--- src/rtl/mdu_iter_pkg.sv ---
// Shared opcode codes and FSM encoding for the iterative multiply/divide unit.
// MADD/MADDU codes are always defined; mdu_iter only honours them under MDU_MADD_EN.
package mdu_iter_pkg;

  localparam logic [4:0] ALUOP_MULT  = 5'h18;
  localparam logic [4:0] ALUOP_MULTU = 5'h19;
  localparam logic [4:0] ALUOP_DIV   = 5'h1A;
  localparam logic [4:0] ALUOP_DIVU  = 5'h1B;
  localparam logic [4:0] ALUOP_MTHI  = 5'h11;
  localparam logic [4:0] ALUOP_MTLO  = 5'h13;
  localparam logic [4:0] ALUOP_MADD  = 5'h1C;
  localparam logic [4:0] ALUOP_MADDU = 5'h1D;

  typedef enum logic [1:0] {
    ST_IDLE = 2'd0,
    ST_PREP = 2'd1,
    ST_RUN  = 2'd2,
    ST_FIN  = 2'd3
  } mdu_state_t;

endpackage

--- src/rtl/mdu_iter_div_core.sv ---
// One step of an unsigned restoring divider: shift in the next dividend bit,
// subtract the divisor if it fits, and shift the quotient bit in.
module mdu_div_core #(
  parameter int WIDTH = 32
) (
  input  logic [WIDTH-1:0] rem_i,
  input  logic [WIDTH-1:0] quo_i,
  input  logic [WIDTH-1:0] div_i,
  output logic [WIDTH-1:0] rem_o,
  output logic [WIDTH-1:0] quo_o
);

  logic [WIDTH:0] shifted;
  logic [WIDTH:0] diff;

  always_comb begin
    shifted = {rem_i, quo_i[WIDTH-1]};
    diff    = shifted - {1'b0, div_i};
    // Bit WIDTH of diff is the borrow: set means the divisor did not fit.
    if (!diff[WIDTH]) begin
      rem_o = diff[WIDTH-1:0];
      quo_o = {quo_i[WIDTH-2:0], 1'b1};
    end else begin
      rem_o = shifted[WIDTH-1:0];
      quo_o = {quo_i[WIDTH-2:0], 1'b0};
    end
  end

endmodule

--- src/rtl/mdu_iter.sv ---
// Iterative multiply/divide unit with architectural HI/LO registers.
// Define MDU_MADD_EN to enable the MADD/MADDU multiply-accumulate opcodes.
module mdu_iter
  import mdu_iter_pkg::*;
#(
  parameter int WIDTH = 32,
  parameter int OPW   = 5
) (
  input  logic             clk,
  input  logic             rst,
  input  logic             start_i,
  input  logic [OPW-1:0]   aluop_i,
  input  logic [WIDTH-1:0] src0_i,
  input  logic [WIDTH-1:0] src1_i,
  input  logic             flush_i,
  output logic             busy_o,
  output logic             done_o,
  output logic [WIDTH-1:0] hi_o,
  output logic [WIDTH-1:0] lo_o
);

`ifdef MDU_MADD_EN
  localparam bit MADD_EN = 1'b1;
`else
  localparam bit MADD_EN = 1'b0;
`endif
  localparam int CW = $clog2(WIDTH);

  mdu_state_t       state_q, state_d;
  logic [OPW-1:0]   op_q, op_d;
  logic [WIDTH-1:0] src0_q, src0_d, a_q, a_d, b_q, b_d, m_q, m_d;
  logic [WIDTH-1:0] hi_q, hi_d, lo_q, lo_d;
  logic [CW-1:0]    cnt_q, cnt_d;
  logic             neg_q, neg_d, rneg_q, rneg_d, dz_q, dz_d;
  logic             busy_q, busy_d, done_q, done_d;

  logic [WIDTH-1:0] div_rem, div_quo;

  function automatic logic op_eq(input logic [OPW-1:0] op, input logic [4:0] code);
    return op == OPW'(code);
  endfunction

  function automatic logic is_madd(input logic [OPW-1:0] op);
    return MADD_EN && (op_eq(op, ALUOP_MADD) || op_eq(op, ALUOP_MADDU));
  endfunction

  function automatic logic is_mul(input logic [OPW-1:0] op);
    return op_eq(op, ALUOP_MULT) || op_eq(op, ALUOP_MULTU) || is_madd(op);
  endfunction

  function automatic logic is_signed_op(input logic [OPW-1:0] op);
    return op_eq(op, ALUOP_MULT) || op_eq(op, ALUOP_DIV) ||
           (MADD_EN && op_eq(op, ALUOP_MADD));
  endfunction

  mdu_div_core #(.WIDTH(WIDTH)) u_div_core (
    .rem_i (a_q),
    .quo_i (b_q),
    .div_i (m_q),
    .rem_o (div_rem),
    .quo_o (div_quo)
  );

  logic                 s0neg, s1neg;
  logic [WIDTH-1:0]     mag0, mag1;
  logic [WIDTH:0]       sum;
  logic [2*WIDTH-1:0]   prod;

  always_comb begin
    state_d = state_q;
    op_d    = op_q;
    src0_d  = src0_q;
    a_d     = a_q;
    b_d     = b_q;
    m_d     = m_q;
    hi_d    = hi_q;
    lo_d    = lo_q;
    cnt_d   = cnt_q;
    neg_d   = neg_q;
    rneg_d  = rneg_q;
    dz_d    = dz_q;
    done_d  = 1'b0;
    s0neg   = is_signed_op(op_q) && src0_q[WIDTH-1];
    s1neg   = is_signed_op(op_q) && m_q[WIDTH-1];
    mag0    = s0neg ? -src0_q : src0_q;
    mag1    = s1neg ? -m_q : m_q;
    sum     = {1'b0, a_q} + {1'b0, (b_q[0] ? m_q : '0)};
    prod    = {a_q, b_q};

    unique case (state_q)
      ST_IDLE: begin
        if (start_i && !flush_i) begin
          if (op_eq(aluop_i, ALUOP_MTHI)) begin
            hi_d = src0_i;
          end else if (op_eq(aluop_i, ALUOP_MTLO)) begin
            lo_d = src0_i;
          end else if (is_mul(aluop_i) || op_eq(aluop_i, ALUOP_DIV) ||
                       op_eq(aluop_i, ALUOP_DIVU)) begin
            op_d    = aluop_i;
            src0_d  = src0_i;
            m_d     = src1_i;
            state_d = ST_PREP;
          end
        end
      end
      ST_PREP: begin
        // m_q still holds raw src1 here; it becomes the multiplicand or divisor.
        a_d    = '0;
        neg_d  = s0neg ^ s1neg;
        rneg_d = s0neg;
        dz_d   = (m_q == '0);
        cnt_d  = CW'(WIDTH - 1);
        if (is_mul(op_q)) begin
          b_d = mag1;
          m_d = mag0;
        end else begin
          b_d = mag0;
          m_d = mag1;
        end
        state_d = ST_RUN;
      end
      ST_RUN: begin
        if (is_mul(op_q)) begin
          a_d = sum[WIDTH:1];
          b_d = {sum[0], b_q[WIDTH-1:1]};
        end else begin
          a_d = div_rem;
          b_d = div_quo;
        end
        cnt_d = cnt_q - 1'b1;
        if (cnt_q == '0) state_d = ST_FIN;
      end
      ST_FIN: begin
        if (is_mul(op_q)) begin
          if (neg_q) prod = -prod;
          if (is_madd(op_q)) prod = prod + {hi_q, lo_q};
          {hi_d, lo_d} = prod;
        end else if (dz_q) begin
          hi_d = src0_q;
          lo_d = '1;
        end else begin
          lo_d = neg_q  ? -b_q : b_q;
          hi_d = rneg_q ? -a_q : a_q;
        end
        done_d  = 1'b1;
        state_d = ST_IDLE;
      end
      default: state_d = ST_IDLE;
    endcase

    if (flush_i && state_q != ST_IDLE) begin
      state_d = ST_IDLE;
      hi_d    = hi_q;
      lo_d    = lo_q;
      done_d  = 1'b0;
    end

    busy_d = (state_d != ST_IDLE);
  end

  always_ff @(posedge clk) begin
    if (rst) begin
      state_q <= ST_IDLE;
      op_q    <= '0;
      src0_q  <= '0;
      a_q     <= '0;
      b_q     <= '0;
      m_q     <= '0;
      hi_q    <= '0;
      lo_q    <= '0;
      cnt_q   <= '0;
      neg_q   <= 1'b0;
      rneg_q  <= 1'b0;
      dz_q    <= 1'b0;
      busy_q  <= 1'b0;
      done_q  <= 1'b0;
    end else begin
      state_q <= state_d;
      op_q    <= op_d;
      src0_q  <= src0_d;
      a_q     <= a_d;
      b_q     <= b_d;
      m_q     <= m_d;
      hi_q    <= hi_d;
      lo_q    <= lo_d;
      cnt_q   <= cnt_d;
      neg_q   <= neg_d;
      rneg_q  <= rneg_d;
      dz_q    <= dz_d;
      busy_q  <= busy_d;
      done_q  <= done_d;
    end
  end

  assign busy_o = busy_q;
  assign done_o = done_q;
  assign hi_o   = hi_q;
  assign lo_o   = lo_q;

endmodule
--- config.mk ---
export PLATFORM = sky130hd
export DESIGN_NAME = mdu_iter
export DESIGN_NICKNAME = d
export VERILOG_FILES = /design/src/rtl/mdu_iter_pkg.sv /design/src/rtl/mdu_iter_div_core.sv /design/src/rtl/mdu_iter.sv
export SDC_FILE = /design/constraint.sdc
export NUM_CORES = 1
export LEC_CHECK = 0
export CAP_MARGIN = 20
export CORE_MARGIN = 5
export CORE_UTILIZATION = 30
export CTS_BUF_LIST = sky130_fd_sc_hd__clkbuf_8
export DETAILED_ROUTE_END_ITERATION = 10
export PLACE_DENSITY = 0.52
export SKIP_LAST_GASP = 1
export SLEW_MARGIN = 40
export SYNTH_ARGS = -nofsm -noshare
export SYNTH_HDL_FRONTEND = slang
export SYNTH_SLANG_ARGS = --single-unit
export TNS_END_PERCENT = 1
--- constraint.sdc ---
create_clock -name clk -period 5.15 [get_ports clk]
set_input_delay 1.545 -clock clk [delete_from_list [all_inputs] [get_ports clk]]
set_output_delay 1.545 -clock clk [all_outputs]
set_load 0.1 [all_outputs]
# Word level (Yosys, flattened, before mapping)
# Index checks and enable logic that the tools add are counted.
[word_totals]
in_bits = 73
out_inout_bits = 66
ff_bits = 209
wordCells = 106
[op_classes]
n_eq_ne = 18
mux = 39
bitwise = 4
n_reduce_logical = 23
add_sub_neg = 8
[ops]
columns = ["cell", "count"]
rows = [
  ["2-to-1 mux 32 bit", 23],
  ["one-hot mux 32 bit (2 select lines)", 5],
  ["negation 32 bit", 4],
  ["2-to-1 mux 64 bit", 1],
  ["negation 64 bit", 1],
  ["equality test 5 bit (second input constant)", 9],
  ["adder 32 x 32 -> 33 bit", 1],
  ["subtractor 33 x 32 -> 33 bit", 1],
  ["zero test 32 bit", 1],
  ["AND reduction 5 bit", 3],
  ["2-to-1 mux 2 bit", 6],
  ["!= test 2 bit (second input constant)", 6],
  ["one-hot mux 5 bit (2 select lines)", 1],
  ["nonzero test 2 bit", 5],
  ["one-hot mux 2 bit (4 select lines)", 1],
  ["zero test 5 bit", 1],
  ["logical OR 1 bit", 5],
  ["subtractor 5 x 1 -> 5 bit (second input constant)", 1],
  ["equality test 2 bit (second input constant)", 2],
  ["logical AND 1 bit", 4],
  ["AND reduction 4 bit", 1],
  ["inverter 1 bit", 3],
  ["equality test 2 x 1 -> 1 bit (second input constant)", 1],
  ["zero test 2 bit", 1],
  ["other kinds (4)", 5],
]

# Logic depth before layout (Yosys ltp)
[logic_depth]
depth_word = 11
depth_mapped = 15
ltp_nobuf = 15

# By module
# From an unflattened synthesis, not the netlist that was laid out.
[hier_totals]
hier_cells = 2417
area_unflattened_um2 = 17889.7
[modules_own_cells]
columns = ["mod", "seq_area_each_um2", "area_per_inst_um2", "cells_each", "n_inst"]
rows = [
  ["mdu_iter", 4184.0, 15298.4, 2081, 1],
  ["mdu_div_core", 0.0, 2591.2, 336, 1],
]

# Worst setup path before layout
# No wires, ideal clock.
[synth_timing]
path_type = "register to register"
from = "reg a_q[1]"
to = "reg hi_q[24] (netlist: hi_o[24])"
synth_period_minus_slack_ns = 3.571
arrival_time_ns = 3.436
stages_incl_launch_ff = 14
setup_ns = 0.135
path_slack_ns = 1.579
required_time_ns = 5.015
path_buffers = 1
cell_sequence = "dfxtp_1 > inv_1 > ha_1 > or3b_4 > or4_4 > or3_1 > buf_2 > or3_4 > or4_4 > nand2_1 > xor2_1 > o21ai_1 > a222oi_1 > a211oi_1"
[synth_via]
elab_chain_len = 5
word_cells_on_any_way = 7
classes_between = "add/sub: 2; mux: 5"
[synth_lines]
columns = ["item", "line", "text"]
rows = [
  ["from (decl)", "mdu_iter.sv:31", "logic [WIDTH-1:0] src0_q, src0_d, a_q, a_d, b_q, b_d, m_q, m_d;"],
  ["from (signal assigned)", "mdu_iter.sv:166", "a_q <= '0;"],
  ["from (signal assigned)", "mdu_iter.sv:181", "a_q <= a_d;"],
  ["negation 32 bit", "mdu_iter.sv:143", "hi_d = rneg_q ? -a_q : a_q;"],
  ["2-to-1 mux 32 bit", "mdu_iter.sv:143", ""],
  ["2-to-1 mux 32 bit", "mdu_iter.sv:138", "end else if (dz_q) begin"],
  ["2-to-1 mux 32 bit *", "mdu_iter.sv:134", "if (is_mul(op_q)) begin"],
  ["one-hot mux 32 bit (2 select lines) *", "mdu_iter.sv:90", "unique case (state_q)"],
  ["to (signal assigned)", "mdu_iter.sv:184", "hi_q <= hi_d;"],
  ["to (decl)", "mdu_iter.sv:32", "logic [WIDTH-1:0] hi_q, hi_d, lo_q, lo_d;"],
]
# Every way passes the cells marked *; elsewhere a longest branch is shown, timed or not.
# A chain may end at the register's enable or synchronous reset.

# Final worst setup path
[layout_timing]
from = "reg m_q[2]"
to = "reg a_q[5]"
[layout_via]
elab_chain_len = 4
word_cells_on_any_way = 6
classes_between = "add/sub: 2; mux: 4"
[layout_lines]
columns = ["item", "line", "text"]
rows = [
  ["from (decl)", "mdu_iter.sv:31", ""],
  ["from (signal assigned)", "mdu_iter.sv:183", "m_q <= m_d;"],
  ["subtractor 33 x 32 -> 33 bit or 2-to-1 mux 32 bit (tied branches)", "mdu_iter_div_core.sv:18, mdu_iter.sv:87", ""],
  ["2-to-1 mux 32 bit or adder 32 x 32 -> 33 bit (tied branches)", "mdu_iter_div_core.sv:20, mdu_iter.sv:87", ""],
  ["2-to-1 mux 32 bit *", "mdu_iter.sv:123", "if (is_mul(op_q)) begin"],
  ["one-hot mux 32 bit (2 select lines) *", "mdu_iter.sv:90", ""],
]
# Marks and branches as above.

==> impl_metrics.py <==
metrics = {
    "run_status": {
        "status": "completed",
    },
    "setup_path": {
        "critPathCaptureType": "register",
        "required_ps": 5640,
        "r2r-start": "m_q[2]",
        "rr_endpoint": "a_q[5]",
        "arrival_ps": 4630,
        "reg2reg_depth": 14,
        "start_kind": "register",
        "crit_fanout": 22,
        "worstSetupPathType": "register to register",
        "crit_path_end": "a_q[5]",
        "startpoint": "m_q[2]",
        "reg2reg_slack_ps": 1010,
    },
    "timing": {
        "final.min_clock_period_ps": 4140,
        "relSlewSlack_pct": 43.4,
        "period_share_pct": 80.4,
        "fmax_mhz": 242,
        "tightest_slew_ps": 845,
        "hold_viol_final": 0,
        "setup_ws_ps": 1010,
        "drv_slew": 0,
        "tns_ps": 0,
        "rsz0062_at_grt": "no",
        "fin_skew_ps": 35.5,
        "finalSetupViolations": 0,
    },
    "clock_network": {
        "cts_tree": "done",
        "ctsHoldBuffers": 0,
        "root_buffer": "clkbuf_8",
        "postCtsSetupBuffers": 0,
        "clk_pin_slew_ps": 60,
        "post_cts_resized": 0,
        "clock_sinks": 209,
        "cts_buffer_depth": 3,
        "insertion_delay_ps": 630,
        "cts_max_level": 2,
        "cts_buffers": 41,
    },
    "place": {
        "pre_cts_slack_ps": 1100,
        "globalplace.congestion": 0.943,
        "io_buffer_count": 138,
        "placed_cells": 3080,
        "dp_hpwl_um": 56800,
    },
    "synthesis": {
        "synth_edf_count": 0,
        "yosysMostFrequentCell": "nand2_1",
        "synth_seq_cells": 209,
        "yosys_warnings": 0,
        "yosysTopAreaCell": "dfxtp_1",
        "synth_area_leaders": "dfxtp_1 (25%), nand2_1 (7.3%), a21oi_1 (6.8%)",
        "ys_types": 75,
        "synthCells": 2306,
        "yosysSeqAreaShare_pct": 25.0,
        "synth_area_mm2": 0.0167,
        "synth_common_cells": "nand2_1 (326), nor2_1 (254), a21oi_1 (228)",
        "synthFlopType": "dfxtp_1",
        "async_reset_ff_share_pct": 0,
        "synth_top_cell_area_share_pct": 25.0,
        "synth_area_per_cell_um2": 7.26,
        "synth_nets": 2455,
    },
    "power_and_ir_drop": {
        "peakVddDrop_mv": 0.211,
        "power_density_mw_per_mm2": 280,
        "p_leak_nw": 7.50,
    },
    "route": {
        "routed_wl_um": 74800,
        "post_drt_wl_per_cell_um": 23.7,
        "drt_iter0_drc": 1806,
        "ant_nets": 0,
        "vias": 18200,
        "drc_errors": 0,
        "via_per_inst": 5.76,
        "first_pass_iters": 6,
    },
    "cells_and_area": {
        "syn_to_final_growth_pct": 16.5,
        "final_cells": 3156,
        "final_nets": 2524,
        "drive_gt1_share_pct": 9.82,
    },
    "floorplanning": {
        "pin_count": 139,
        "core_mm2": 0.0552,
        "die_area_mm2": 0.0606,
        "fp.dieW_um": 246,
        "initial_core_util_pct": 30.3,
        "die-height_um": 246,
        "rows": 86,
    },
    "min_path": {
        "hold_path.class": "register to register",
        "holdCritStartpoint": "lo_o[4]",
    },
    "grt": {
        "antenna_found_initial": 1,
        "grt-ovfl-total": 0,
        "first_global_vias": 17000,
        "grt_first_pass_wirelength_um": 110000,
        "grt_use_total_pct": 23.5,
        "grt_max_degree": 72,
    },
    "job": {
        "drv_cap": 0,
    },
}
-- sequential cells by signal, summed over array words and instances, names as in the netlist, 2 cells and up --
register / flops
a_q: 32
b_q: 32
cnt_q: 5
hi_o: 32
lo_o: 32
m_q: 32
op_q: 5
src0_q: 32
state_q: 2
-- how the worst min path moves through the flow --
stage	end	cells after the start
2_1_floorplan	m_q[28]	2
3_5_place_dp	lo_o[4]	2
3_3_place_gp	lo_o[3]	2
6_report	lo_o[4]	2
4_1_cts	lo_o[4]	2
5_1_grt	lo_o[7]	2
-- per-stage QoR --
step	power [mW]	area, um2	utilization (%)	hold slack, ps
6_report	5.46	19500	35.3	447
5_1_grt	5.70	19500	35.3	467
4_1_cts	5.45	19500	35.3	451
3_5_place_dp	3.59	18600	33.7	442
3_3_place_gp	3.58	18900	34.2	443
2_1_floorplan	2.97	16700	-	440
-- worst max-delay path, stage by stage, from the launching register on --
cell      delay (ps)
dfxtp_1          390
inv_1            120
ha_1             340
nor2b_1          170
o31ai_1          460
a211oi_1         220
o31a_1           350
a31oi_1          580
xor2_4           520
buf_16           230
buf_4            170
nor2_1            50
a21oi_1          120
o21ai_0           90
a22o_1           190
-- layout by cell type (no fill, tap or decap), drive strengths merged, types with 34 or more instances in the layout --
cell type	netlist	layout
nand2	326	326
o21ai	149	149
a21oi	228	228
nor3	43	43
ha	74	74
clkdlybuf4s50	0	71
buf	19	124
dfxtp	209	209
a211oi	65	65
o31ai	34	34
o211ai	40	40
xnor2	117	117
clkbuf	150	49
xor2	76	76
a21o	36	36
nor2	255	255
inv	69	83
-- kinds of logic after synthesis --
| group | share of synthesized area [%] |
|---|---|
| simple gates | 21.3 |
| compound gates | 29.1 |
| buf+inv | 5.43 |
| flops | 25.0 |
| xor+xnor | 10.1 |
| fa+ha+maj | 5.77 |
| mux | 3.28 |
-- power by group --
part	internal (mW)	switching (mW)	total, mW	leakage (nW)
Clock	1.02	0.829	1.85	0.496
Sequential	1.70	0.145	1.85	1.69
Combinational	0.547	1.21	1.76	5.31
Total	3.27	2.19	5.46	7.50
-- cell type report --
cell class	count	area, um2
Fill cell	5961	35700
Multi-Input combinational cell	1858	11700
Sequential cell	209	4190
Timing Repair Buffer	195	1520
Tap cell	748	936
Clock buffer	49	674
Inverter	70	263
Clock inverter	23	196
Antenna cell	4	10.0
-- metal layers --
metal	share of wire (%)	GRT usage, %
met5	0	0
met2	43	35.9
met4	4.0	8.84
met3	8.6	4.29
met1	45	33.1
Power figures use the tool's default switching activity.
